===== src/rtl/inst_fetch_queue_if.sv =====
// inst_fetch_queue_if
//   Bundles the instruction-memory and decode-side signals of the fetch queue.
//   master : the fetch queue (drives i_readM/i_address, inst_valid/inst/inst_pc)
//   slave  : the environment (memory + decode; drives i_ack/i_data,
//            inst_ready, redirect/redirect_pc)
//   Signals:
//     i_readM, i_address   memory read request / word address
//     i_ack, i_data        one-cycle response pulse / returned word
//     inst_valid, inst,    head entry valid / instruction word /
//     inst_pc              PC of that word
//     inst_ready           decode accepts head
//     redirect,            flush + restart fetch at redirect_pc
//     redirect_pc
interface inst_fetch_queue_if #(
  parameter int WORD_SIZE = 16
);
  logic                 i_readM;
  logic [WORD_SIZE-1:0] i_address;
  logic                 i_ack;
  logic [WORD_SIZE-1:0] i_data;
  logic                 inst_valid;
  logic [WORD_SIZE-1:0] inst;
  logic [WORD_SIZE-1:0] inst_pc;
  logic                 inst_ready;
  logic                 redirect;
  logic [WORD_SIZE-1:0] redirect_pc;

  modport master (
    output i_readM, i_address, inst_valid, inst, inst_pc,
    input  i_ack, i_data, inst_ready, redirect, redirect_pc
  );

  modport slave (
    input  i_readM, i_address, inst_valid, inst, inst_pc,
    output i_ack, i_data, inst_ready, redirect, redirect_pc
  );
endinterface


===== src/rtl/inst_fetch_queue.sv =====
// inst_fetch_queue
//   Fetches instruction words from word-addressed memory (one request in
//   flight at most) and buffers them with their PCs in a DEPTH-entry FIFO
//   that feeds the decode stage over a valid/ready handshake. A redirect
//   flushes the FIFO and restarts fetch at redirect_pc; a response that is
//   still outstanding at redirect time is drained and discarded.
//   Ports:
//     clk    rising-edge clock
//     reset  asynchronous, active-high reset
//     bus    inst_fetch_queue_if.master (memory + decode signals)
//     busy   high while a request is outstanding (WAIT or DRAIN)
//   Optional build macro FETCH_HLT_STOP_EN: stop issuing requests after a
//   HLT word (opcode 15, func 29) is pushed, until redirect or reset.
module inst_fetch_queue #(
  parameter int                   WORD_SIZE = 16,
  parameter int                   DEPTH     = 4,
  parameter logic [WORD_SIZE-1:0] RESET_PC  = '0
) (
  input  logic               clk,
  input  logic               reset,
  inst_fetch_queue_if.master bus,
  output logic               busy
);

  localparam int PW = $clog2(DEPTH);
  localparam int CW = PW + 1;

  typedef enum logic [1:0] {
    IDLE  = 2'd0,
    WAIT  = 2'd1,
    DRAIN = 2'd2
  } state_e;

  state_e               state_q, state_d;
  logic                 i_readM_q, i_readM_d;
  logic [WORD_SIZE-1:0] i_address_q, i_address_d;
  logic [WORD_SIZE-1:0] fetch_pc_q, fetch_pc_d;
  logic [CW-1:0]        count_q, count_d;
  logic [PW-1:0]        rd_ptr_q, rd_ptr_d;
  logic [PW-1:0]        wr_ptr_q, wr_ptr_d;
  logic                 busy_q, busy_d;

  logic [WORD_SIZE-1:0] data_mem [DEPTH];
  logic [WORD_SIZE-1:0] pc_mem   [DEPTH];

  logic                 push;
  logic                 pop;
  logic                 stop_fetch;
  logic                 head_valid;

`ifdef FETCH_HLT_STOP_EN
  logic halted_q, halted_d;
  logic push_is_hlt;

  assign push_is_hlt = (bus.i_data[WORD_SIZE-1 -: 4] == 4'hF) &&
                       (bus.i_data[5:0] == 6'd29);
`endif

  assign head_valid = (count_q != '0);

  always_comb begin
    state_d     = state_q;
    i_readM_d   = i_readM_q;
    i_address_d = i_address_q;
    fetch_pc_d  = fetch_pc_q;
    count_d     = count_q;
    rd_ptr_d    = rd_ptr_q;
    wr_ptr_d    = wr_ptr_q;
    push        = 1'b0;
    pop         = 1'b0;
    stop_fetch  = 1'b0;
`ifdef FETCH_HLT_STOP_EN
    halted_d    = halted_q;
`endif

    if (bus.redirect) begin
      // Flush wins over any same-cycle push/pop. An ack arriving now
      // completes the old request, so only an unanswered one needs DRAIN.
      fetch_pc_d = bus.redirect_pc;
      count_d    = '0;
      rd_ptr_d   = '0;
      wr_ptr_d   = '0;
      i_readM_d  = 1'b0;
`ifdef FETCH_HLT_STOP_EN
      halted_d   = 1'b0;
`endif
      if ((state_q != IDLE) && !bus.i_ack) begin
        state_d = DRAIN;
      end else begin
        state_d = IDLE;
      end
    end else begin
      push = (state_q == WAIT) && bus.i_ack;
      pop  = head_valid && bus.inst_ready;
      if (push) begin
        wr_ptr_d = wr_ptr_q + PW'(1);
      end
      if (pop) begin
        rd_ptr_d = rd_ptr_q + PW'(1);
      end
      count_d = count_q + CW'(push) - CW'(pop);
`ifdef FETCH_HLT_STOP_EN
      if (push && push_is_hlt) begin
        halted_d = 1'b1;
      end
      stop_fetch = halted_d;
`endif
      // count_d already includes this cycle's push/pop, so a request is
      // only issued when its response slot is guaranteed free.
      unique case (state_q)
        IDLE: begin
          if ((count_d < CW'(DEPTH)) && !stop_fetch) begin
            state_d     = WAIT;
            i_readM_d   = 1'b1;
            i_address_d = fetch_pc_q;
          end
        end
        WAIT: begin
          if (bus.i_ack) begin
            fetch_pc_d = i_address_q + WORD_SIZE'(1);
            if ((count_d < CW'(DEPTH)) && !stop_fetch) begin
              i_address_d = i_address_q + WORD_SIZE'(1);
            end else begin
              state_d   = IDLE;
              i_readM_d = 1'b0;
            end
          end
        end
        DRAIN: begin
          if (bus.i_ack) begin
            state_d = IDLE;
          end
        end
        default: begin
          state_d   = IDLE;
          i_readM_d = 1'b0;
        end
      endcase
    end

    busy_d = (state_d != IDLE);
  end

  always_ff @(posedge clk or posedge reset) begin
    if (reset) begin
      state_q     <= IDLE;
      i_readM_q   <= 1'b0;
      i_address_q <= '0;
      fetch_pc_q  <= RESET_PC;
      count_q     <= '0;
      rd_ptr_q    <= '0;
      wr_ptr_q    <= '0;
      busy_q      <= 1'b0;
`ifdef FETCH_HLT_STOP_EN
      halted_q    <= 1'b0;
`endif
    end else begin
      state_q     <= state_d;
      i_readM_q   <= i_readM_d;
      i_address_q <= i_address_d;
      fetch_pc_q  <= fetch_pc_d;
      count_q     <= count_d;
      rd_ptr_q    <= rd_ptr_d;
      wr_ptr_q    <= wr_ptr_d;
      busy_q      <= busy_d;
`ifdef FETCH_HLT_STOP_EN
      halted_q    <= halted_d;
`endif
    end
  end

  // Storage needs no reset: entries are only visible through count_q.
  always_ff @(posedge clk) begin
    if (push) begin
      data_mem[wr_ptr_q] <= bus.i_data;
      pc_mem[wr_ptr_q]   <= i_address_q;
    end
  end

  assign bus.i_readM    = i_readM_q;
  assign bus.i_address  = i_address_q;
  assign bus.inst_valid = head_valid;
  assign bus.inst       = head_valid ? data_mem[rd_ptr_q] : '0;
  assign bus.inst_pc    = head_valid ? pc_mem[rd_ptr_q] : '0;
  assign busy           = busy_q;

endmodule


===== src/flat_wrapper.sv =====
// flat-port wrapper written by rule: the top's interface ports become plain ports
module inst_fetch_queue_flat 
#(
  parameter int                   WORD_SIZE = 16,
  parameter int                   DEPTH     = 4,
  parameter logic [WORD_SIZE-1:0] RESET_PC  = '0
)
  (clk, reset, busy, bus_i_readM, bus_i_address, bus_inst_valid, bus_inst, bus_inst_pc, bus_i_ack, bus_i_data, bus_inst_ready, bus_redirect, bus_redirect_pc);
  inst_fetch_queue_if #(.WORD_SIZE(WORD_SIZE)) bus_i ();
  input  logic clk;
  input  logic reset;
  output logic busy;
  output wire logic [$bits(bus_i.i_readM)-1:0] bus_i_readM;
  output wire logic [$bits(bus_i.i_address)-1:0] bus_i_address;
  output wire logic [$bits(bus_i.inst_valid)-1:0] bus_inst_valid;
  output wire logic [$bits(bus_i.inst)-1:0] bus_inst;
  output wire logic [$bits(bus_i.inst_pc)-1:0] bus_inst_pc;
  input wire logic [$bits(bus_i.i_ack)-1:0] bus_i_ack;
  input wire logic [$bits(bus_i.i_data)-1:0] bus_i_data;
  input wire logic [$bits(bus_i.inst_ready)-1:0] bus_inst_ready;
  input wire logic [$bits(bus_i.redirect)-1:0] bus_redirect;
  input wire logic [$bits(bus_i.redirect_pc)-1:0] bus_redirect_pc;
  assign bus_i_readM = bus_i.i_readM;
  assign bus_i_address = bus_i.i_address;
  assign bus_inst_valid = bus_i.inst_valid;
  assign bus_inst = bus_i.inst;
  assign bus_inst_pc = bus_i.inst_pc;
  assign bus_i.i_ack = bus_i_ack;
  assign bus_i.i_data = bus_i_data;
  assign bus_i.inst_ready = bus_inst_ready;
  assign bus_i.redirect = bus_redirect;
  assign bus_i.redirect_pc = bus_redirect_pc;
  inst_fetch_queue #(.WORD_SIZE(WORD_SIZE), .DEPTH(DEPTH), .RESET_PC(RESET_PC)) u_core (.clk(clk), .reset(reset), .bus(bus_i), .busy(busy));
endmodule

===== config.mk =====
export PLATFORM = sky130hd
export DESIGN_NAME = inst_fetch_queue_flat
export DESIGN_NICKNAME = d
export VERILOG_FILES = /design/src/rtl/inst_fetch_queue_if.sv /design/src/rtl/inst_fetch_queue.sv /design/src/flat_wrapper.sv
export SDC_FILE = /design/constraint.sdc
export NUM_CORES = 1
export LEC_CHECK = 0
export BUFFER_PORTS_ARGS = -buffer_cell sky130_fd_sc_hd__clkbuf_2
export CORE_ASPECT_RATIO = 1.25
export CORE_MARGIN = 10
export CORE_UTILIZATION = 40
export DETAILED_ROUTE_END_ITERATION = 7
export MAX_ROUTING_LAYER = met4
export SYNTH_ARGS = -nofsm -noshare
export SYNTH_HDL_FRONTEND = slang
export SYNTH_SLANG_ARGS = --single-unit
export TNS_END_PERCENT = 20

===== constraint.sdc =====
create_clock -name clk -period 5.4 [get_ports clk]
set_input_delay 0.54 -clock clk [delete_from_list [all_inputs] [get_ports clk]]
set_output_delay 0.54 -clock clk [all_outputs]
set_load 0.01 [all_outputs]

* After elaboration in Yosys (flattened, before gate mapping)
Memories as Yosys holds them, arrays and structs flattened.
Cells that the tools add are included.
** Storage, ports and cells
- Flip-flop bits (word level) :: 43
- RAM bits :: 128
- Memories :: 2
- Bits of input ports :: 37
- Logic and storage cells :: 71
** Cells by class
- $add $sub $neg :: 5
- Reduce and logical (&&, ||, !) cells :: 16
- Equality and inequality tests :: 9
- Bitwise logic cells :: 1
- Muxes and demuxes :: 29
- Magnitude comparators :: 1
** Memories
- u_core.data_mem :: depth 4, bits a word 16, rd ports 1, clocked after memory_dff 0, wr ports 1, line inst_fetch_queue.sv:43 : logic [WORD_SIZE-1:0] data_mem [DEPTH];
- u_core.pc_mem :: depth 4, bits a word 16, rd ports 1, clocked after memory_dff 0, wr ports 1, line inst_fetch_queue.sv:44 : logic [WORD_SIZE-1:0] pc_mem [DEPTH];
** Operators by type and width (count)
- $mux W16 :: 8
- $pmux W16 S2 :: 1
- $mux W2 :: 10
- $add A16 B1 Y16 const B :: 1
- $reduce_bool A2 Y1 :: 7
- $mux W1 :: 7
- $ne A2 B2 Y1 const B :: 3
- $ne A3 B3 Y1 const B :: 2
- $pmux W2 S3 :: 1
- $reduce_and A5 Y1 :: 1
- $add A2 B1 Y2 const B :: 2
- $reduce_and A4 Y1 :: 1
- $add A3 B1 Y3 :: 1
- $logic_and A1 B1 Y1 :: 3
- $lt A3 B3 Y1 const B :: 1
- $mux W3 :: 1
- $ne A3 B2 Y1 const B :: 1
- $pmux W1 S3 :: 1
- $reduce_bool A3 Y1 :: 1
- $sub A3 B1 Y3 :: 1
- $eq A2 B1 Y1 const B :: 1
- $eq A2 B2 Y1 const B :: 1
- $logic_not A2 Y1 :: 1
- $ne A2 B1 Y1 const B :: 1
- 3 further kinds :: 3

* Logic depth before layout (Yosys ltp)
Gate-level depths: netlist of run 1.
- Depth after elaboration :: 10
- Mapped depth :: 14
- Depth with buffers taken out :: 11

* Worst setup path before layout of run 1
No wires, ideal clock.
- Path kind :: reg-to-reg
- Start :: reg u_core.count_q[1]
- End :: reg u_core.i_address_q[9], in the netlist u_core.bus.i_address[9]
- Setup time :: 0.121 ns
- Path slack :: 2.024 ns
- Data required time :: 5.279 ns
- Stages on the path, launching flop included :: 14
- Data arrival time :: 3.254 ns
- Path through :: dfrtp_1 -> or3_2 -> clkbuf_1 -> and2_1 -> ha_1 -> inv_1 -> ha_1 -> inv_1 -> fa_1 -> xor3_2 -> or4_1 -> buf_2 -> buf_6 -> o22a_1
** Between the ends
- Longest elaborated chain between the ends :: 6
** Ends and longest elaborated chain
- start: declaration :: line inst_fetch_queue.sv:38 : logic [CW-1:0] count_q, count_d;
- start signal: assignment :: line inst_fetch_queue.sv:162 : count_q <= count_d;
- parallel branches: the longest is 2 deep, another holds $add A3 B1 Y3
- $sub A3 B1 Y3 (*) :: line inst_fetch_queue.sv:101 : count_d = count_q + CW'(push) - CW'(pop);
- $lt A3 B3 Y1 (*) :: line inst_fetch_queue.sv:112, inst_fetch_queue.sv:121
- $ne A2 B2 Y1 (no source line) or $ne A2 B1 Y1 (tied branches)
- $reduce_and A5 Y1 (no source line) (*)
- end signal: assignment :: line inst_fetch_queue.sv:160 : i_address_q <= i_address_d;
- end: declaration :: line inst_fetch_queue.sv:36 : logic [WORD_SIZE-1:0] i_address_q, i_address_d;
Every way passes the cells marked *.
A chain may end at the register's enable or synchronous reset.

* Final worst setup path of run 1
- Start :: reg u_core.count_q[1]
- End :: reg u_core.i_address_q[7], in the netlist u_core.bus.i_address[7]
The elaborated chain is that of the path after synthesis.

==> results of run 1 <==
-- logic make-up after synthesis --
family	share of synthesized area, %
DFF	67.2
xor gates and xnor gates	1.66
AOI/OAI and AO/OA	5.65
and+or+nand+nor	11.0
adders and majority gates	1.47
buffers and inverters	2.24
muxes	10.8
-- cell usage after synthesis, drive strengths merged (8+ instances only) --
library cell / instances
buf: 9
nand3: 18
mux4: 32
and2: 34
edfxtp: 128
nor2: 21
nand2: 33
and3: 10
inv: 10
xnor2: 8
dfrtp: 43
a21oi: 16
o21ai: 20
clkbuf: 20
-- how the worst min path moves through the flow --
stage	to	slack (ps)	cells after the start	from
floorplan	u_core.fetch_pc_q[14]	480	2	u_core.fetch_pc_q[14]
global placement	u_core.fetch_pc_q[12]	510	2	u_core.fetch_pc_q[12]
detailed placement	u_core.fetch_pc_q[14]	510	2	u_core.fetch_pc_q[14]
finish	u_core.busy	240	3	reset
CTS	u_core.rd_ptr_q[1]	250	3	reset
global route	u_core.busy	280	3	reset
-- per-stage QoR --
stage / hold WS [ps] / setup WS (ps) / utilization, % / cell area (µm²)
after floorplan: 483 / 2020 / - / 7330
after global placement: 508 / 1430 / 44.1 / 7960
after detailed placement: 506 / 1320 / 44.1 / 7960
after CTS: 254 / 1250 / 47.3 / 8530
after global routing: 279 / 1010 / 47.3 / 8530
final: 237 / 1280 / 47.3 / 8530
-- where the power goes --
part | switching, mW | internal, mW
clock | 0.556 | 0.617
sequential | 0.256 | 1.63
combinational | 0.721 | 0.592
total | 1.53 | 2.84
-- registers in the layout, indices dropped and copies added, names as in the netlist --
name                  count
u_core.state_q            2
u_core.pc_mem            64
u_core.fetch_pc_q        16
u_core.bus.i_address     16
u_core.wr_ptr_q           2
u_core.bus.i_readM        1
u_core.rd_ptr_q           2
u_core.busy               1
u_core.data_mem          64
u_core.count_q            3
-- final cells by class --
type	count	area, µm²
clock buffers	17	425
well taps	228	285
repair buffers	91	465
flip-flops and latches	171	4920
clock inverters	14	151
multi-input cells	275	2250
inverters	10	37.5
fillers	1601	9500
-- routing by layer --
| metal | global-route usage [%] | wire, µm |
|---|---|---|
| met1 | 16.8 | 7070 |
| met2 | 22.2 | 7860 |
| met3 | 3.20 | 414 |
| met4 | 4.18 | 163 |
| met5 | - | 0 |
-- cell usage in the layout, fill, tap and decap left out, types with 3 or more instances in the layout --
cell type	count
a2bb2oi_1	3
or3_1	3
and3_2	4
nor2b_1	3
dfrtp_1	42
mux4_2	32
edfxtp_1	128
mux2i_1	7
clkbuf_16	17
clkinv_4	3
a21oi_1	16
xor2_1	3
o211ai_1	7
a31oi_1	5
xnor2_1	8
nor4_1	4
and2_1	33
o21ai_0	18
nor3_1	5
nand3_1	18
ha_1	7
and3_1	6
inv_8	6
buf_4	4
clkbuf_2	87
nor2_1	21
nand4_1	5
inv_1	9
nand2_1	33
-- worst max-delay path, stage by stage (launching register included) --
cell and delay [ps]:
dfrtp_1 420, or3_2 810, and2_1 310, ha_1 270
inv_1 60, ha_1 130, inv_1 50, fa_1 360
xor3_2 320, nor4_4 820, o21ai_0 240, o2bb2ai_1 180
==> run_results.csv, run 1 <==
group,metric,value,unit
drt,drt_iter0_drc,313,
drt,detail_route.wl_per_cell,19.2,µm
setup_path,crit_fanout,35,
clock_network,clk_latency,430,ps
hold_path,min_path_type,"input port to async pin",
yosys,synthArstFlopShare,25.1,%
drt,drtPass1Iterations,4,
yosys,synthTopCellsByArea,"edfxtp_1 (52%), dfrtp_1 (15%), mux4_2 (9.8%), and2_1 (2.8%), nand2_1 (1.7%)",
placement,place_hpwl,9.82,mm
layout,final_cells,806,
global_route,grt_max_degree,44,
yosys,seq_area_frac_synth,67.2,%
floorplanning,initial_core_util,40.6,%
clock_network,postCtsHoldBufs,0,
outcome,outcome,"completed",
floorplanning,fp.dieW,141,µm
timing,period_share,76.3,%
placement,gp_congestion,0.818,
yosys,synth_enable_flop_cells,128,
floorplanning,rows,55,
yosys,syn_avg_cell_area,15.1,µm²
timing,clock_skew,10.5,ps
global_route,grt_use_total,13.7,%
drt,via_per_inst,5.28,
placement,placed_cells,775,
global_route,grt_pass1_vias,4696,
pwr,vdd_drop_max,280,µV
yosys,syn_nets,530,
placement,portBuffers,87,
setup_path,endpoint_kind,"flop",
timing,grt_setup_unrepaired,"false",
clock_network,clock-sinks,171,
drt,num_vias,4255,
floorplanning,die_height,171,µm
pwr,power_density,512,nW/µm²
global_route,grt_pass1_wl,25.5,mm
clock_network,cts_tree,"built",
setup_path,r2r_slack,1280,ps
setup_path,rr_endpoint,"u_core.bus.i_address[7]",
clock_network,clk_pin_slew_worst_paths,70,ps
layout,antennaDiodeCount,0,
pwr,power,4.37,mW
floorplanning,core,18000,µm²
clock_network,post-cts-setup-buffer-count,0,
layout,nets,611,
floorplanning,dieArea,24200,µm²
timing,final-max-slew-violation-count,0,
timing,hold_viol_final,0,
drt,drt_wl_total,15.5,mm
global_route,overflow,0,
yosys,synth_flop_cell,"edfxtp_1",
setup_path,crit_path_start_kind,"flop",
timing,finalSetupTns,0,ps
yosys,synth_cells,485,
yosys,yosysWarnings,0,
timing,worst_slew_pin_slew,956,ps
setup_path,endpoint,"u_core.bus.i_address[7]",
flow_run,drv_cap,0,
global_route,antenna_found_initial,0,
timing,max_slew_margin,35.8,%
clock_network,cts.repair.resized,0,
clock_network,cts_root_buf,"clkbuf_16",
setup_path,crit_type,"flop to flop",
setup_path,arrival,4400,ps
layout,area_growth,16.5,%
yosys,synth-seq-cells,171,
yosys,synthDistinctLibCells,52,
layout,layout-drive-gt1-share,28.7,%
pwr,leakagePower,3.12,nW
yosys,synth_area,7330,µm²
setup_path,rr_worst_depth,11,
clock_network,cts_buffers,17,
clock_network,htree_levels,4,
yosys,synth.top_cell.area_share,52.5,%
floorplanning,io_pins,88,
setup_path,r2r-start,"u_core.count_q[1]",
timing,setup_violations,0,
drt,drc_errors,0,
yosys,synth_top_area_cell,"edfxtp_1",
setup_path,required,5690,ps
setup_path,crit_start,"u_core.count_q[1]",
timing,final.min_clock_period,4120,ps
clock_network,ctsLongestPathBuffers,2,
timing,fmax,243,MHz
drt,ant_nets,0,
Power figures use the tool's default switching activity.
==> run 2, diff against run 1 <==
==> constraint.sdc (replaced) <==
create_clock -name clk -period 3.5 [get_ports clk]
set_input_delay 0.35 -clock clk [delete_from_list [all_inputs] [get_ports clk]]
set_output_delay 0.35 -clock clk [all_outputs]
set_load 0.01 [all_outputs]
==> run_results.csv, run 2 (synthesis results as in run 1) <==
group,metric,value,unit
outcome,outcome,"completed",
placement,portBuffers,87,
global_route,grt_max_degree,42,
layout,reg_top3,"u_core.data_mem x64, u_core.pc_mem x64",
drt,detail_route.wl_per_cell,19.2,µm
placement,place_hpwl,10.5,mm
floorplanning,core,18000,µm²
floorplanning,fp.dieW,141,µm
timing,fmax,307,MHz
pwr,power,6.94,mW
timing,period_share,93.2,%
global_route,grt_use_total,14.0,%
global_route,overflow,0,
clock_network,cts_tree,"built",
global_route,grt_pass1_wl,25.5,mm
clock_network,cts_root_buf,"clkbuf_16",
floorplanning,initial_core_util,40.6,%
drt,drc_errors,0,
drt,via_per_inst,5.33,
timing,grt_setup_unrepaired,"false",
clock_network,cts_buffers,17,
timing,final.min_clock_period,3260,ps
timing,max_slew_margin,51.5,%
timing,clock_skew,10.7,ps
timing,final-max-slew-violation-count,0,
setup_path,arrival,3610,ps
timing,worst_slew_pin_slew,728,ps
pwr,leakagePower,3.21,nW
pwr,power_density,797,nW/µm²
clock_network,ctsLongestPathBuffers,2,
drt,num_vias,4366,
drt,drt_iter0_drc,280,
layout,final_common_cell,"edfxtp_1",
clock_network,post-cts-setup-buffer-count,0,
setup_path,crit_type,"flop to flop",
setup_path,crit_fanout,15,
hold_path,min_path_type,"input port to async pin",
clock_network,clk_pin_slew_worst_paths,70,ps
drt,drt_wl_total,15.8,mm
global_route,grt_pass1_vias,4640,
drt,ant_nets,0,
placement,gp_congestion,0.807,
clock_network,clock-sinks,171,
flow_run,drv_cap,0,
layout,area_growth,18.8,%
global_route,antenna_found_initial,0,
pwr,vdd_drop_max,281,µV
clock_network,htree_levels,4,
setup_path,rr_endpoint,"u_core.bus.i_address[14]",
clock_network,clk_latency,430,ps
placement,placed_cells,787,
timing,setup_violations,0,
timing,finalSetupTns,0,ps
layout,final_cells,819,
layout,layout-drive-gt1-share,30.5,%
layout,antennaDiodeCount,0,
setup_path,crit_path_start_kind,"flop",
setup_path,endpoint_kind,"flop",
floorplanning,dieArea,24200,µm²
setup_path,rr_worst_depth,11,
layout,nets,623,
floorplanning,io_pins,88,
timing,hold_viol_final,0,
layout,fin_area,8700,µm²
placement,placed_cell_area,8080,µm²
floorplanning,die_height,171,µm
setup_path,r2r_slack,240,ps
drt,drtPass1Iterations,4,
setup_path,required,3850,ps
floorplanning,rows,55,
setup_path,r2r-start,"u_core.count_q[1]",
layout,final_cell_mix,"edfxtp_1 (128), clkbuf_2 (87), dfrtp_1 (42)",
## run 2: worst max-delay path, stage by stage, from the launching register on
cell and delay (ps):
dfrtp_1 410, or3_2 490, and2_1 200, ha_1 280, inv_1 60, ha_1 140
inv_1 50, fa_1 360, xor3_2 250, or4_4 610, a21oi_1 160, a2bb2oi_1 170
## run 2: worst max-delay path by stage
| stage | slack, ps | from | endpoint |
|---|---|---|---|
| finish | 240 | u_core.count_q[1] | u_core.bus.i_address[14] |
| global route | 90 | u_core.count_q[1] | u_core.bus.i_address[2] |
| CTS | 30 | u_core.count_q[1] | u_core.bus.i_address[14] |
| detailed placement | 30 | u_core.count_q[1] | u_core.bus.i_address[14] |
| global placement | 130 | u_core.count_q[1] | u_core.bus.i_address[5] |
| floorplan | 120 | u_core.count_q[1] | u_core.bus.i_address[9] |
## run 2: final cells by class
cell class / count / area [µm²]
fillers: 1582 / 9330
repair buffers: 103 / 593
multi-input cells: 275 / 2250
well taps: 228 / 285
flip-flops and latches: 171 / 4920
clock inverters: 15 / 191
clock buffers: 17 / 425
inverters: 10 / 37.5
## run 2: metrics by stage
step | hold WS, ps | util [%] | setup WS, ps
after floorplan | 423 | - | 124
after global placement | 464 | 44.8 | 133
after CTS | 13.2 | 48.3 | 28.8
after detailed placement | 479 | 44.8 | 34.1
after global routing | 50.5 | 48.3 | 92.4
final | 3.33 | 48.3 | 238
## run 2: report_power, final
part	total (mW)	leakage, nW	switching (mW)	internal, mW
Combinational	2.09	1.22	1.11	0.975
Sequential	2.90	1.68	0.393	2.51
Clock	1.95	0.305	0.853	1.09
Total	6.94	3.21	2.36	4.58
## run 2: timing repair
| action | 4_1_cts | 5_1_grt |
|---|---|---|
| setup endpoints to repair | 0 | 8 |
| hold buffers | 0 | 0 |
| gates resized for setup | 0 | 1 |
## run 2: metal layers
layer,GRT usage (%),wire length (µm),vias to the layer above
met4,4.86,180,0
met1,16.2,6770,2208
met2,23.4,8260,108
met5,-,0,-
met3,3.31,547,14
li1,-,-,2036
==> run 3, diff against run 2 <==
--- a/config.mk
+++ b/config.mk
@@ -9,6 +9,7 @@
 export CORE_ASPECT_RATIO = 1.25
 export CORE_MARGIN = 10
 export CORE_UTILIZATION = 40
+export CTS_BUF_LIST = sky130_fd_sc_hd__clkbuf_16
 export DETAILED_ROUTE_END_ITERATION = 7
 export MAX_ROUTING_LAYER = met4
 export SYNTH_ARGS = -nofsm -noshare
==> constraint.sdc (replaced) <==
create_clock -name clk -period 2.7 [get_ports clk]
set_input_delay 0.27 -clock clk [delete_from_list [all_inputs] [get_ports clk]]
set_output_delay 0.27 -clock clk [all_outputs]
set_load 0.01 [all_outputs]
==> run_results.csv, run 3 (synthesis results as in run 1) <==
group,metric,value,unit
outcome,outcome,"finished with violations",
outcome,violations,"setup timing",
layout,area_growth,21.0,%
timing,setup_violations,16,
timing,grt_setup_unrepaired,"true",
setup_path,cp_slowest_cell,"or4_4",
layout,reg_top3,"u_core.data_mem x64, u_core.pc_mem x64",
clock_network,cts_buffers,17,
timing,setup_slack,-266,ps
timing,period_share,110,%
clock_network,htree_levels,4,
layout,layout-drive-gt1-share,33.4,%
drt,drt_wl_total,16.1,mm
placement,gp_congestion,0.792,
setup_path,crit_type,"flop to flop",
layout,fillers,1585,
floorplanning,core,18000,µm²
timing,finalSetupTns,-3260,ps
drt,detail_route.wl_per_cell,19.4,µm
global_route,overflow,0,
timing,final.min_clock_period,2970,ps
global_route,grt_max_degree,44,
setup_path,required,3010,ps
setup_path,crit_family,"simple AND/OR/NAND/NOR gates",
setup_path,crit_fanout,8,
drt,num_vias,4421,
setup_path,crit_path_start_kind,"flop",
pwr,leakagePower,3.25,nW
floorplanning,dieArea,24200,µm²
layout,final_cell_mix,"edfxtp_1 (128), clkbuf_2 (87), dfrtp_1 (41)",
floorplanning,rows,55,
floorplanning,io_pins,88,
global_route,grt_pass1_vias,4723,
timing,max_slew_margin,51.3,%
setup_path,endpoint_kind,"flop",
clock_network,clk_latency,430,ps
floorplanning,initial_core_util,40.6,%
timing,clock_skew,7.04,ps
timing,fmax,337,MHz
clock_network,cts_tree,"built",
clock_network,cts_root_buf,"clkbuf_16",
pwr,vdd_drop_max,617,µV
floorplanning,fp.dieW,141,µm
global_route,grt_pass1_wl,26.1,mm
drt,drt_iter0_drc,332,
pwr,power,9.18,mW
layout,antennaDiodeCount,0,
setup_path,crit_chain,"or3_4 > and2_4 > ha_4 > inv_4 > ha_4 > inv_2 > fa_2 > xor3_2 > or4_4 > buf_8 > o21ai_1 > o21ai_1",
timing,final-max-slew-violation-count,0,
drt,via_per_inst,5.33,
setup_path,arrival,3270,ps
layout,final_common_cell,"edfxtp_1",
global_route,antenna_found_initial,0,
drt,ant_nets,0,
pwr,power_density,1040,nW/µm²
hold_path,min_path_type,"input port to flop",
layout,nets,634,
global_route,grt_use_total,14.2,%
flow_run,drv_cap,0,
clock_network,clk_pin_slew_worst_paths,60,ps
drt,drc_errors,0,
clock_network,clock-sinks,171,
timing,hold_viol_final,0,
drt,drtPass1Iterations,4,
placement,portBuffers,87,
floorplanning,die_height,171,µm
placement,place_hpwl,10.7,mm
timing,worst_slew_pin_slew,730,ps
setup_path,critical_path.max_stage_delay,550,ps
layout,final_util,49.2,%
clock_network,ctsLongestPathBuffers,2,
setup_path,crit_buf_inv,3,
-- run 3: routing by layer --
metal	routed length (µm)	GRT usage (%)	up-vias
met5	0	-	-
met4	233	5.13	0
met3	488	2.90	18
met2	8320	23.6	91
met1	7060	16.8	2245
li1	-	-	2067
-- run 3: power by group --
group	internal, mW	switching [mW]	leakage (nW)
Clock	1.30	1.06	0.277
Sequential	3.25	0.471	1.68
Combinational	1.49	1.60	1.29
-- run 3: final cells by class --
cell class,instances,area (µm²),share of cell area [%]
flip-flops and latches,171,4920,55.5
multi-input cells,275,2300,26.0
repair buffers,114,733,8.27
clock buffers,17,425,4.80
well taps,228,285,3.22
clock inverters,15,156,1.76
inverters,10,40.0,0.452
-- run 3: per-stage QoR --
| stage | hold slack, ps | setup WS, ps | cells | instance area, µm² |
|---|---|---|---|---|
| after global routing | 41.2 | -333 | 830 | 8860 |
| after detailed placement | 431 | -477 | 795 | 8230 |
| final | 42.3 | -266 | 830 | 8860 |
| after global placement | 426 | -407 | 795 | 8230 |
| after CTS | 30.8 | -306 | 829 | 8840 |
| after floorplan | 343 | -634 | 485 | 7380 |
-- run 3: final timing paths --
check	depth (start not counted)	slack, ps	start	endpoint
worst min register to register	2	540	u_core.fetch_pc_q[14]	u_core.fetch_pc_q[14]
worst max register to register	12	-270	u_core.count_q[2]	u_core.bus.i_address[5]
max in group asynchronous	4	1770	reset	u_core.rd_ptr_q[0]
worst max-delay path	12	-270	u_core.count_q[2]	u_core.bus.i_address[5]
min in group asynchronous	4	500	reset	u_core.bus.i_readM
worst min-delay path	3	40	bus_redirect_pc[6]	u_core.fetch_pc_q[6]
-- run 3: timing repair --
item | in CTS | in global routing
hold buffers | 1 | 0
setup buffers | 0 | 1
gates resized for setup | 6 | 4
gates cloned | 1 | 0
pin swaps | 5 | 2
setup endpoints to repair | 18 | 17
endpoints found under the hold margin | 43 | 0
-- run 3: worst register-to-register path: cells and delay by family (launching register included) --
kind | cells | cell delay, ps
compound gates | 2 | 220
xor+xnor | 1 | 240
fa+ha+maj | 3 | 650
buf+inv | 3 | 250
flops | 1 | 390
simple gates | 3 | 1100
